## config.mk

```make
export PLATFORM = sky130hd
export DESIGN_NAME = imem_boot_loader
export DESIGN_NICKNAME = d
export VERILOG_FILES = /design/src/rtl/imem_boot_loader.sv
export SDC_FILE = /design/constraint.sdc
export NUM_CORES = 1
export LEC_CHECK = 0
export ABC_AREA = 0
export BUFFER_PORTS_ARGS = -buffer_cell sky130_fd_sc_hd__buf_2
export CAP_MARGIN = 20
export CORE_MARGIN = 3
export CORE_UTILIZATION = 25
export DETAILED_ROUTE_END_ITERATION = 8
export PLACE_DENSITY = 0.42
export SETUP_SLACK_MARGIN = 0.5
export SYNTH_ARGS = -nofsm -noshare
export SYNTH_HDL_FRONTEND = slang
export SYNTH_SLANG_ARGS = --single-unit
```

## constraint.sdc

```tcl
create_clock -name clk -period 3.9 [get_ports clk]
set_input_delay 0.39 -clock clk [delete_from_list [all_inputs] [get_ports clk]]
set_output_delay 0.39 -clock clk [all_outputs]
set_load 0.01 [all_outputs]
```

## src/rtl/imem_boot_loader.sv

```systemverilog
// Byte-stream program loader for the instruction memory; holds the CPU while loading.
// Optional checksum byte per frame when IMEM_LOADER_CHECKSUM_EN is defined.
module imem_boot_loader #(
    parameter int          ADDR_W    = 8,
    parameter logic [7:0]  HDR_BYTE  = 8'hA5,
    parameter logic [31:0] NOP_INSTR = 32'h00000013
) (
    input  logic              clk,
    input  logic              rst_n,
    input  logic              rx_valid,
    input  logic [7:0]        rx_data,
    output logic              rx_ready,
    output logic              mem_we,
    output logic [ADDR_W-1:0] mem_waddr,
    output logic [31:0]       mem_wdata,
    input  logic [31:0]       imem_rdata,
    output logic [31:0]       fetch_instr,
    output logic              cpu_hold,
    output logic              cpu_restart,
    output logic              load_done,
    output logic              load_err
);

    typedef enum logic [2:0] {
        S_IDLE,
        S_COUNT,
        S_BYTE,
        S_WRITE,
        S_FINISH,
        S_CSUM
    } state_t;

    state_t state, state_nxt;

    logic [7:0]        n_q;
    logic [7:0]        cnt_q;
    logic [ADDR_W-1:0] ptr_q;
    logic [1:0]        bidx_q;
    logic [23:0]       word_q;
    logic [ADDR_W-1:0] waddr_q;
    logic [31:0]       wdata_q;
    logic              hold_q;
    logic              done_q;
    logic              xfer;
    logic              last_word;
    state_t            end_st;

`ifdef IMEM_LOADER_CHECKSUM_EN
    logic [7:0] csum_q;
    logic       err_q;
    assign end_st   = S_CSUM;
    assign load_err = err_q;
`else
    assign end_st   = S_FINISH;
    assign load_err = 1'b0;
`endif

    assign xfer        = rx_valid & rx_ready;
    assign last_word   = (cnt_q + 8'd1) == n_q;
    assign mem_we      = (state == S_WRITE);
    assign cpu_restart = (state == S_FINISH);
    assign cpu_hold    = (state != S_IDLE) | hold_q;
    assign mem_waddr   = waddr_q;
    assign mem_wdata   = wdata_q;
    assign load_done   = done_q;
    assign fetch_instr = cpu_hold ? NOP_INSTR : imem_rdata;

    always_ff @(posedge clk or negedge rst_n) begin
        if (!rst_n) state <= S_IDLE;
        else        state <= state_nxt;
    end

    always_comb begin
        state_nxt = state;
        rx_ready  = 1'b1;
        unique case (state)
            S_IDLE: begin
                if (xfer && rx_data == HDR_BYTE) state_nxt = S_COUNT;
            end
            S_COUNT: begin
                if (xfer) state_nxt = (rx_data == 8'd0) ? end_st : S_BYTE;
            end
            S_BYTE: begin
                if (xfer && bidx_q == 2'd3) state_nxt = S_WRITE;
            end
            S_WRITE: begin
                rx_ready  = 1'b0;
                state_nxt = last_word ? end_st : S_BYTE;
            end
            S_FINISH: begin
                rx_ready  = 1'b0;
                state_nxt = S_IDLE;
            end
            S_CSUM: begin
`ifdef IMEM_LOADER_CHECKSUM_EN
                if (xfer) state_nxt = (rx_data == csum_q) ? S_FINISH : S_IDLE;
`else
                state_nxt = S_IDLE;
`endif
            end
            default: state_nxt = S_IDLE;
        endcase
    end

    always_ff @(posedge clk or negedge rst_n) begin
        if (!rst_n) begin
            n_q     <= '0;
            cnt_q   <= '0;
            ptr_q   <= '0;
            bidx_q  <= '0;
            word_q  <= '0;
            waddr_q <= '0;
            wdata_q <= '0;
            hold_q  <= 1'b0;
            done_q  <= 1'b0;
`ifdef IMEM_LOADER_CHECKSUM_EN
            csum_q  <= '0;
            err_q   <= 1'b0;
`endif
        end else begin
            case (state)
                S_IDLE: begin
                    if (xfer && rx_data == HDR_BYTE) begin
                        hold_q <= 1'b0;
`ifdef IMEM_LOADER_CHECKSUM_EN
                        err_q  <= 1'b0;
`endif
                    end
                end
                S_COUNT: begin
                    if (xfer) begin
                        n_q    <= rx_data;
                        cnt_q  <= '0;
                        ptr_q  <= '0;
                        bidx_q <= '0;
`ifdef IMEM_LOADER_CHECKSUM_EN
                        csum_q <= rx_data;
`endif
                    end
                end
                S_BYTE: begin
                    if (xfer) begin
                        bidx_q <= bidx_q + 2'd1;
                        word_q <= {rx_data, word_q[23:8]};
`ifdef IMEM_LOADER_CHECKSUM_EN
                        csum_q <= csum_q ^ rx_data;
`endif
                        // capture on the 4th byte so the write port stays stable
                        if (bidx_q == 2'd3) begin
                            waddr_q <= ptr_q;
                            wdata_q <= {rx_data, word_q};
                        end
                    end
                end
                S_WRITE: begin
                    cnt_q <= cnt_q + 8'd1;
                    ptr_q <= ptr_q + ADDR_W'(1);
                end
                S_FINISH: begin
                    done_q <= 1'b1;
                end
                S_CSUM: begin
`ifdef IMEM_LOADER_CHECKSUM_EN
                    if (xfer && rx_data != csum_q) begin
                        err_q  <= 1'b1;
                        hold_q <= 1'b1;
                    end
`endif
                end
                default: ;
            endcase
        end
    end

endmodule

```

Word-level counts from Yosys, hierarchy flattened:

Index checks and enable logic that the tools add are counted.

* logic and storage cells: 52
* output and inout bits: 78
* ROM bits: 0
* memories: 0
* register bits after elaboration: 94
* RAM bits: 0
* bits in latches: 0
* input bits: 43

* magnitude comparators: 0
* muxes and demuxes: 14
* bitwise gates (word level): 1
* reductions and logical operators: 14
* $mul: 0
* div/mod/pow operators: 0
* equal/unequal tests: 11
* add/subtract/negate cells: 3
* shift-type cells: 0

Operators by type and width (count)
* 32-bit 2-to-1 mux: 1
* 8-bit case mux with 2 select lines: 2
* 8-bit by 1-bit adder with 8-bit output (second input constant): 2
* 3-bit 2-to-1 mux: 5
* 3-bit case mux with 4 select lines: 1
* 3-bit AND reduction: 3
* 8-bit equality test: 1
* 8-bit equality test (second input constant): 1
* 8-bit zero test: 1
* 8-bit 2-to-1 mux: 1
* 2-bit inequality test (second input constant): 4
* 3-bit by 2-bit equality test with 1-bit output (second input constant): 2
* 2-bit AND reduction: 3
* 2-bit 2-to-1 mux: 2
* 2-bit case mux with 2 select lines: 1
* 2-bit nonzero test: 2
* 3-bit by 1-bit equality test with 1-bit output (second input constant): 1
* 3-bit equality test (second input constant): 1
* 3-bit zero test: 1
* 3-bit nonzero test: 1
* 2-bit by 1-bit adder with 2-bit output (second input constant): 1
* 2-bit equality test (second input constant): 1
* 1-bit logical AND: 2
* 2-bit OR reduction: 1
* 2 further kinds: 2

Longest topological paths before layout:

Gate-level depths: netlist of the first run.

* word-level depth: 7
* mapped depth: 9
* gate-level depth less buffers: 6

Worst setup path after synthesis of the first run:

Ideal clock, no wire load.

* kind: register to output
* start: register state[0]
* end: output port fetch_instr[22]
* path buffers: 2
* arrival time: 1.374 ns
* slack: 2.136 ns
* required time: 3.510 ns
* stages on the path, launching flop included: 5
* cell sequence: dfrtp_1 buf_4 nor3_1 clkbuf_1 and2_1

* word-level cells in the longest chain between the ends: 2

RTL lines
* from (decl): line 33 `state_t state, state_nxt;`
* from (signal assigned): line 70 `else state <= state_nxt;`
* 3-bit nonzero test: line 62 `assign cpu_hold = (state != S_IDLE) | hold_q;`
* 32-bit 2-to-1 mux: line 66 `assign fetch_instr = cpu_hold ? NOP_INSTR : imem_rdata;`
* to (decl): line 17 `output logic [31:0] fetch_instr,`

Every way passes these cells.

Worst setup path after layout of the first run:

* start: register state[1]
* end: output port rx_ready

* word-level cells in the longest chain between the ends: 3
* elaborated cells between the ends (all ways): 4
* classes of those cells: eq/ne (2); mux (1); reduce/logical (1)

RTL lines
* 3-bit by 2-bit equality test with 1-bit output or 3-bit equality test (tied branches): line 76 `unique case (state)`
* 2-bit OR reduction (no line) *
* 1-bit 2-to-1 mux *: line 76
* to (decl): line 12 `output logic rx_ready,`

Mark *: on every way between the ends. The rest lies on a longest branch, timed or not.

==> flow_metrics.tcl, run 1 <==
set metrics [dict create \
    syn_nets 394 \
    postCtsHoldBufs 1 \
    worst_slew_pin_slew_ns 0.677 \
    utilization_pct 32.6 \
    ys_seq_elements 94 \
    dp_hpwl_mm 7.17 \
    critical-path-max-stage-delay_ns 0.50 \
    crit-reg2reg-capture "cnt_q[3]" \
    grt_pass1_vias 3131 \
    globalRouteMet1Util_pct 13.4 \
    grt.busiest_layer "met2" \
    synth_top_family_by_area "multiplexers" \
    wire_per_inst_um 14.4 \
    yosysSeqAreaShare_pct 55.7 \
    num-nets-final 510 \
    synthXorXnorAreaFrac_pct 2.49 \
    tns_ns 0 \
    synth_warnings 0 \
    seqPwrFrac_pct 42.7 \
    cap_violations 0 \
    grt_overflow 0 \
    track_usage_pct 11.2 \
    holdPathStages 3 \
    outcome "completed" \
    final_hold_viol_count 0 \
    die_y_um 136 \
    worstHoldEndpoint "n_q[4]" \
    slew_headroom_pct 54.8 \
    final_cell_mix "118 x buf_2, 94 x dfrtp_1, 64 x mux2_2" \
    fillers 1697 \
    criticalPathCategory "flip-flop to output port" \
    power_frac_clock_pct 20.2 \
    r2r_slack_ns 1.62 \
    final_common_cell "buf_2" \
    num_rows 46 \
    crit_chain "nand2_1, or2_1, clkinv_2, nor2_1, buf_2" \
    via_per_inst 4.41 \
    setup-violations-final 0 \
    synth_area_per_cell_um2 12.1 \
    antenna_found_initial 0 \
    p_leak_uw 0.00258 \
    cp_max_fo 15 \
    fin_skew_ns 0.00729 \
    reg2reg_depth 6 \
    grt_pass1_wl_mm 16.1 \
    drc 0 \
    fmax_mhz 405 \
    synth-simple-area-share_pct 15.4 \
    use_met2_pct 19.1 \
    cts_tree "done" \
    async_flop_share_pct 100 \
    swShare_pct 35.0 \
    crit_path_start_kind "flip-flop" \
    n_antenna_cell 0 \
    final_max_slew_viol_count 0 \
    ant_nets 0 \
    vdd_drop_max_mv 0.237 \
    clk_pin_slew_ns 0.07 \
    synth_mux_area_share_pct 17.5 \
    io_buffer_count 119 \
    use_met3_pct 2.89 \
    die-width_um 136 \
    crit_required_ns 3.51 \
    cts.path.max_buffers 2 \
    worstSetupEndpointType "output port" \
    fin_crit_sh_pct 63.2 \
    p_int_uw 2600 \
    clock_latency_ns 0.34 \
    cts_buffers 9 \
    area_growth_pct 25.1 \
    rsz0062_at_grt "no" \
    grt_max_degree 43 \
    period_needed_ns 2.47 \
    setup_ws_ns 1.43 \
    first_pass_iters 5 \
    cts_setup_buffers 0 \
    post_cts_resized 0 \
    drive_gt1_share_pct 45.5 \
    crit_slowest_cell "dfrtp_1" \
    place_area_mm2 0.00501 \
    arrival_ns 2.08 \
    vias 3017 \
    boundaryPins 121 \
    synth_edf_count 0 \
    routed_wl_mm 9.83 \
    hold_class "primary input to flip-flop" \
    initial_core_util_pct 26.0 \
    first_iter_violations 134 \
    cts_root_buf "clkbuf_16" \
    switchingPower_uw 1400 \
    p_comb_share_pct 37.2 \
    synth_ff_type "dfrtp_1" \
    seqCellArea_mm2 0.00235 \
    r2r-start "state[1]" \
    final_cell_area_mm2 0.00528 \
    coreArea_mm2 0.0162 \
    dp_slack_ns 1.52 \
    synth.distinct_cells 46 \
    syn-cell-area_mm2 0.00423 \
    cts_sinks 94 \
    p_total_uw 3990 \
    htreeDepth 3 \
    gp_congestion 0.802 \
    synthAdderAreaFrac_pct 0.888 \
    multi_input_area_mm2 0.00174 \
    cellPowerDensity_mw_per_mm2 756 \
    syn_inst 348 \
    hold_start "rx_data[4]" \
    synth-compound-area-share_pct 4.74 \
    die-area_mm2 0.0185 \
]
-- cell families (layout without fill, tap and decap cells) --
group                      count (synthesis)  in the layout
xor gates and xnor gates                  12             12
adders and majority gates                  3              3
AOI/OAI and AO/OA                         33             33
buffers and inverters                     22            142
other                                      1              1
DFF                                       94             94
and+or+nand+nor                          117            117
muxes                                     66             66
-- metal layers --
metal	part of all wire (%)	vias up
met1	42	1476
met4	1.5	0
li1	-	1424
met3	6.3	9
met2	50	108
met5	0	-
-- cell usage after synthesis, types with 2 or more instances --
| library cell | count | share of area (%) |
|---|---|---|
| nor4_1 | 3 | 0.44 |
| o21ai_1 | 2 | 0.24 |
| and2_1 | 29 | 4.3 |
| mux2i_1 | 2 | 0.47 |
| a31oi_1 | 5 | 0.74 |
| dfrtp_1 | 94 | 56 |
| and3_4 | 2 | 0.53 |
| nand4_1 | 6 | 0.89 |
| nor2_1 | 11 | 0.98 |
| nand2_1 | 40 | 3.6 |
| and3_1 | 4 | 0.59 |
| xnor2_1 | 9 | 1.9 |
| clkbuf_1 | 4 | 0.36 |
| xor2_1 | 3 | 0.62 |
| ha_1 | 3 | 0.89 |
| nor3b_1 | 2 | 0.36 |
| a22o_1 | 2 | 0.41 |
| o21ai_0 | 18 | 2.1 |
| buf_2 | 9 | 1.1 |
| nand2b_1 | 3 | 0.44 |
| buf_4 | 3 | 0.53 |
| nand3_1 | 4 | 0.47 |
| mux2_2 | 64 | 17 |
| buf_6 | 4 | 1.1 |
-- stage by stage --
| step | hold slack, ns | std cells |
|---|---|---|
| 2_1_floorplan | 0.0944 | 348 |
| 6_report | 0.294 | 684 |
| 3_3_place_gp | 0.252 | 668 |
| 3_5_place_dp | 0.254 | 668 |
| 5_1_grt | 0.309 | 684 |
| 4_1_cts | 0.289 | 684 |
-- how the worst max path moves through the flow --
stage | from | endpoint | depth (start not counted)
2_1_floorplan | state[0] | fetch_instr[22] | 4
3_3_place_gp | state[1] | cnt_q[5] | 6
3_5_place_dp | state[1] | cnt_q[5] | 6
4_1_cts | state[1] | rx_ready | 5
5_1_grt | state[1] | rx_ready | 5
6_report | state[1] | rx_ready | 5
-- layout make-up --
cell class              instances  share of cell area (%)
clock inverters                 5                   0.687
multi-input cells             232                    33.0
well taps                     216                    5.11
clock buffers                  10                    4.33
repair buffers                125                    12.2
inverters                       2                   0.166
flip-flops and latches         94                    44.5
-- registers in the layout (all words and copies together) (netlist names) --
signal     cells
mem_waddr      8
load_done      1
bidx_q         2
cnt_q          8
state          3
word_q        24
mem_wdata     32
ptr_q          8
n_q            8
-- power by group through the flow --
stage / clock network, uW / logic [uW] / registers (uW)
after floorplan: 0 / 984 / 1720
after global placement: 0 / 1500 / 1720
after detailed placement: 0 / 1520 / 1730
after CTS: 845 / 1530 / 1710
after global routing: 876 / 1660 / 1770
final: 805 / 1480 / 1700
-- worst max-delay path: cells and delay by family, from the launching register on --
| family | cells | cell delay, ns |
|---|---|---|
| simple gates | 3 | 0.75 |
| buf+inv | 2 | 0.48 |
| flops | 1 | 0.50 |
(Power assumes the default switching activity.)
==> inputs of run 2 (changes only) <==
- clock period: 3.9 -> 2.3 ns (I/O delays scaled with it)
==> run 2 against run 1 <==
Setup slack lost 0.95 ns. Clock-buffer cell count stayed put. Design area rose by 9.9%. Clock skew shrank 0.0014 ns. Combinational power grew 120%. Global-route usage grew 0.22 points. Highest routed layer unchanged. Critical endpoint is now fetch_instr[13]. Non-clock buffer count grew 16. Die area did not move. First-iteration DRC count shrank 1.5%. Utilization increased by 3.2 points.
==> flow_metrics.tcl, run 2 (synthesized netlist as in run 1, its figures left out) <==
set metrics [dict create \
    fin_skew_ns 0.00592 \
    io_buffer_count 119 \
    p_comb_share_pct 42.6 \
    largest_register_ffs 32 \
    die-width_um 136 \
    antenna_found_initial 0 \
    via_per_inst 4.39 \
    die_y_um 136 \
    swShare_pct 33.6 \
    track_usage_pct 11.4 \
    place_area_mm2 0.00506 \
    routed_wl_mm 10.6 \
    cts_sinks 94 \
    p_int_uw 5140 \
    cts_tree "done" \
    crit_chain "nor3_4, buf_6, clkbuf_16, and2_4, buf_6" \
    num-nets-final 526 \
    reg2reg_depth 6 \
    dp_hpwl_mm 7.16 \
    boundaryPins 121 \
    switchingPower_uw 2600 \
    vdd_drop_max_mv 0.615 \
    rsz0062_at_grt "yes" \
    cellPowerDensity_mw_per_mm2 1330 \
    first_iter_violations 132 \
    utilization_pct 35.8 \
    grt_overflow 0 \
    clock_latency_ns 0.34 \
    cts_buffers 9 \
    r2r_slack_ns 0.61 \
    wire_per_inst_um 15.1 \
    seqCellArea_mm2 0.00236 \
    cp_max_fo 8 \
    period_needed_ns 1.82 \
    whs_ns 0.138 \
    worst_slew_pin_slew_ns 0.671 \
    critical-path-max-stage-delay_ns 0.49 \
    gp_congestion 0.818 \
    cp_common_cell "buf_6" \
    outcome "completed" \
    die-area_mm2 0.0185 \
    cap_violations 0 \
    r2r-start "cnt_q[0]" \
    worstHoldEndpoint "n_q[3]" \
    final_max_slew_viol_count 0 \
    slew_headroom_pct 55.3 \
    crit_slowest_cell "dfrtp_2" \
    final_common_cell "dfrtp_1" \
    htreeDepth 3 \
    final_cell_mix "91 x dfrtp_1, 89 x buf_2, 64 x mux2_2" \
    crit-reg2reg-capture "state[2]" \
    hold_start "rx_data[3]" \
    setup-violations-final 0 \
    tns_ns 0 \
    arrival_ns 1.59 \
    cts.path.max_buffers 2 \
    fmax_mhz 550 \
    clk_pin_slew_ns 0.07 \
    ant_nets 0 \
    coreArea_mm2 0.0162 \
    drive_gt1_share_pct 54.4 \
    num_rows 46 \
    hold_class "primary input to flip-flop" \
    drc 0 \
    final_cell_area_mm2 0.00580 \
    n_antenna_cell 0 \
    grt_max_degree 50 \
    crit_required_ns 2.07 \
    initial_core_util_pct 26.0 \
    area_growth_pct 37.4 \
    grt_pass1_wl_mm 16.4 \
    vias 3077 \
    cts_root_buf "clkbuf_16" \
    seqPwrFrac_pct 37.0 \
    p_total_uw 7740 \
    multi_input_area_mm2 0.00184 \
    power_frac_clock_pct 20.4 \
    criticalPathCategory "flip-flop to output port" \
    crit_path_start_kind "flip-flop" \
    fin_crit_sh_pct 79.0 \
    fillers 1621 \
    final_hold_viol_count 0 \
    holdPathStages 3 \
    worstSetupEndpointType "output port" \
    first_pass_iters 4 \
    grt_pass1_vias 3211 \
    p_leak_uw 0.00279 \
]
run 2: cell types whose count changed in the layout (fill, tap and decap cells not counted), sizes merged:
cell,delta
buf,+15
clkinvlp,-3
bufinv,+1
inv,+3
clkbuf,+1
run 2: final cells by class:
class	count	share of cell area, %
sequential	94	40.6
multi-input combinational	232	31.7
timing repair buffer	141	17.4
tap	216	4.66
clock buffer	10	4.12
clock inverter	6	1.31
inverter	2	0.216
run 2: worst max-delay path: cells and delay by family (launching register included):
kind,cells,cell delay (ns)
buffers and inverters,3,0.42
flip-flops,1,0.49
AND/OR/NAND/NOR,2,0.33
run 2: what timing repair did:
| action | CTS | global route |
|---|---|---|
| hold buffers | 1 | 0 |
| setup endpoints to repair | 43 | 64 |
| gates resized for setup | 38 | 40 |
| setup buffers | 4 | 3 |
| hold endpoints to repair | 46 | 0 |
| pin swaps | 11 | 20 |
| cloned | 3 | 1 |
run 2: per-stage QoR:
| stage | worst slack [ns] | cells |
|---|---|---|
| floorplan | 0.673 | 348 |
| detailed placement | 0.442 | 673 |
| global route | 0.412 | 701 |
| CTS | 0.461 | 697 |
| global placement | 0.543 | 673 |
| finish | 0.482 | 701 |
run 2: worst max path at each step:
stage / to / from / cells past startpoint
after floorplan: state[2] / cnt_q[0] / 7
after global placement: state[2] / cnt_q[0] / 6
after detailed placement: cnt_q[5] / state[0] / 6
after CTS: fetch_instr[28] / state[1] / 6
after global routing: fetch_instr[13] / state[2] / 5
final: fetch_instr[13] / state[0] / 5
run 2: power by group through the flow:
stage	clock [uW]	combinational, uW	sequential (uW)
floorplan	0	1670	2910
global route	1700	3590	2990
global placement	0	2600	2890
detailed placement	0	2640	2900
CTS	1640	3020	2870
finish	1580	3300	2870
run 2: per-layer routing:
metal	GRT usage (%)	vias to the layer above	share of wire [%]
met3	3.11	8	6.0
met1	13.5	1506	42
met4	4.03	0	1.4
met2	20.0	99	50
li1	-	1464	-
met5	0	-	0
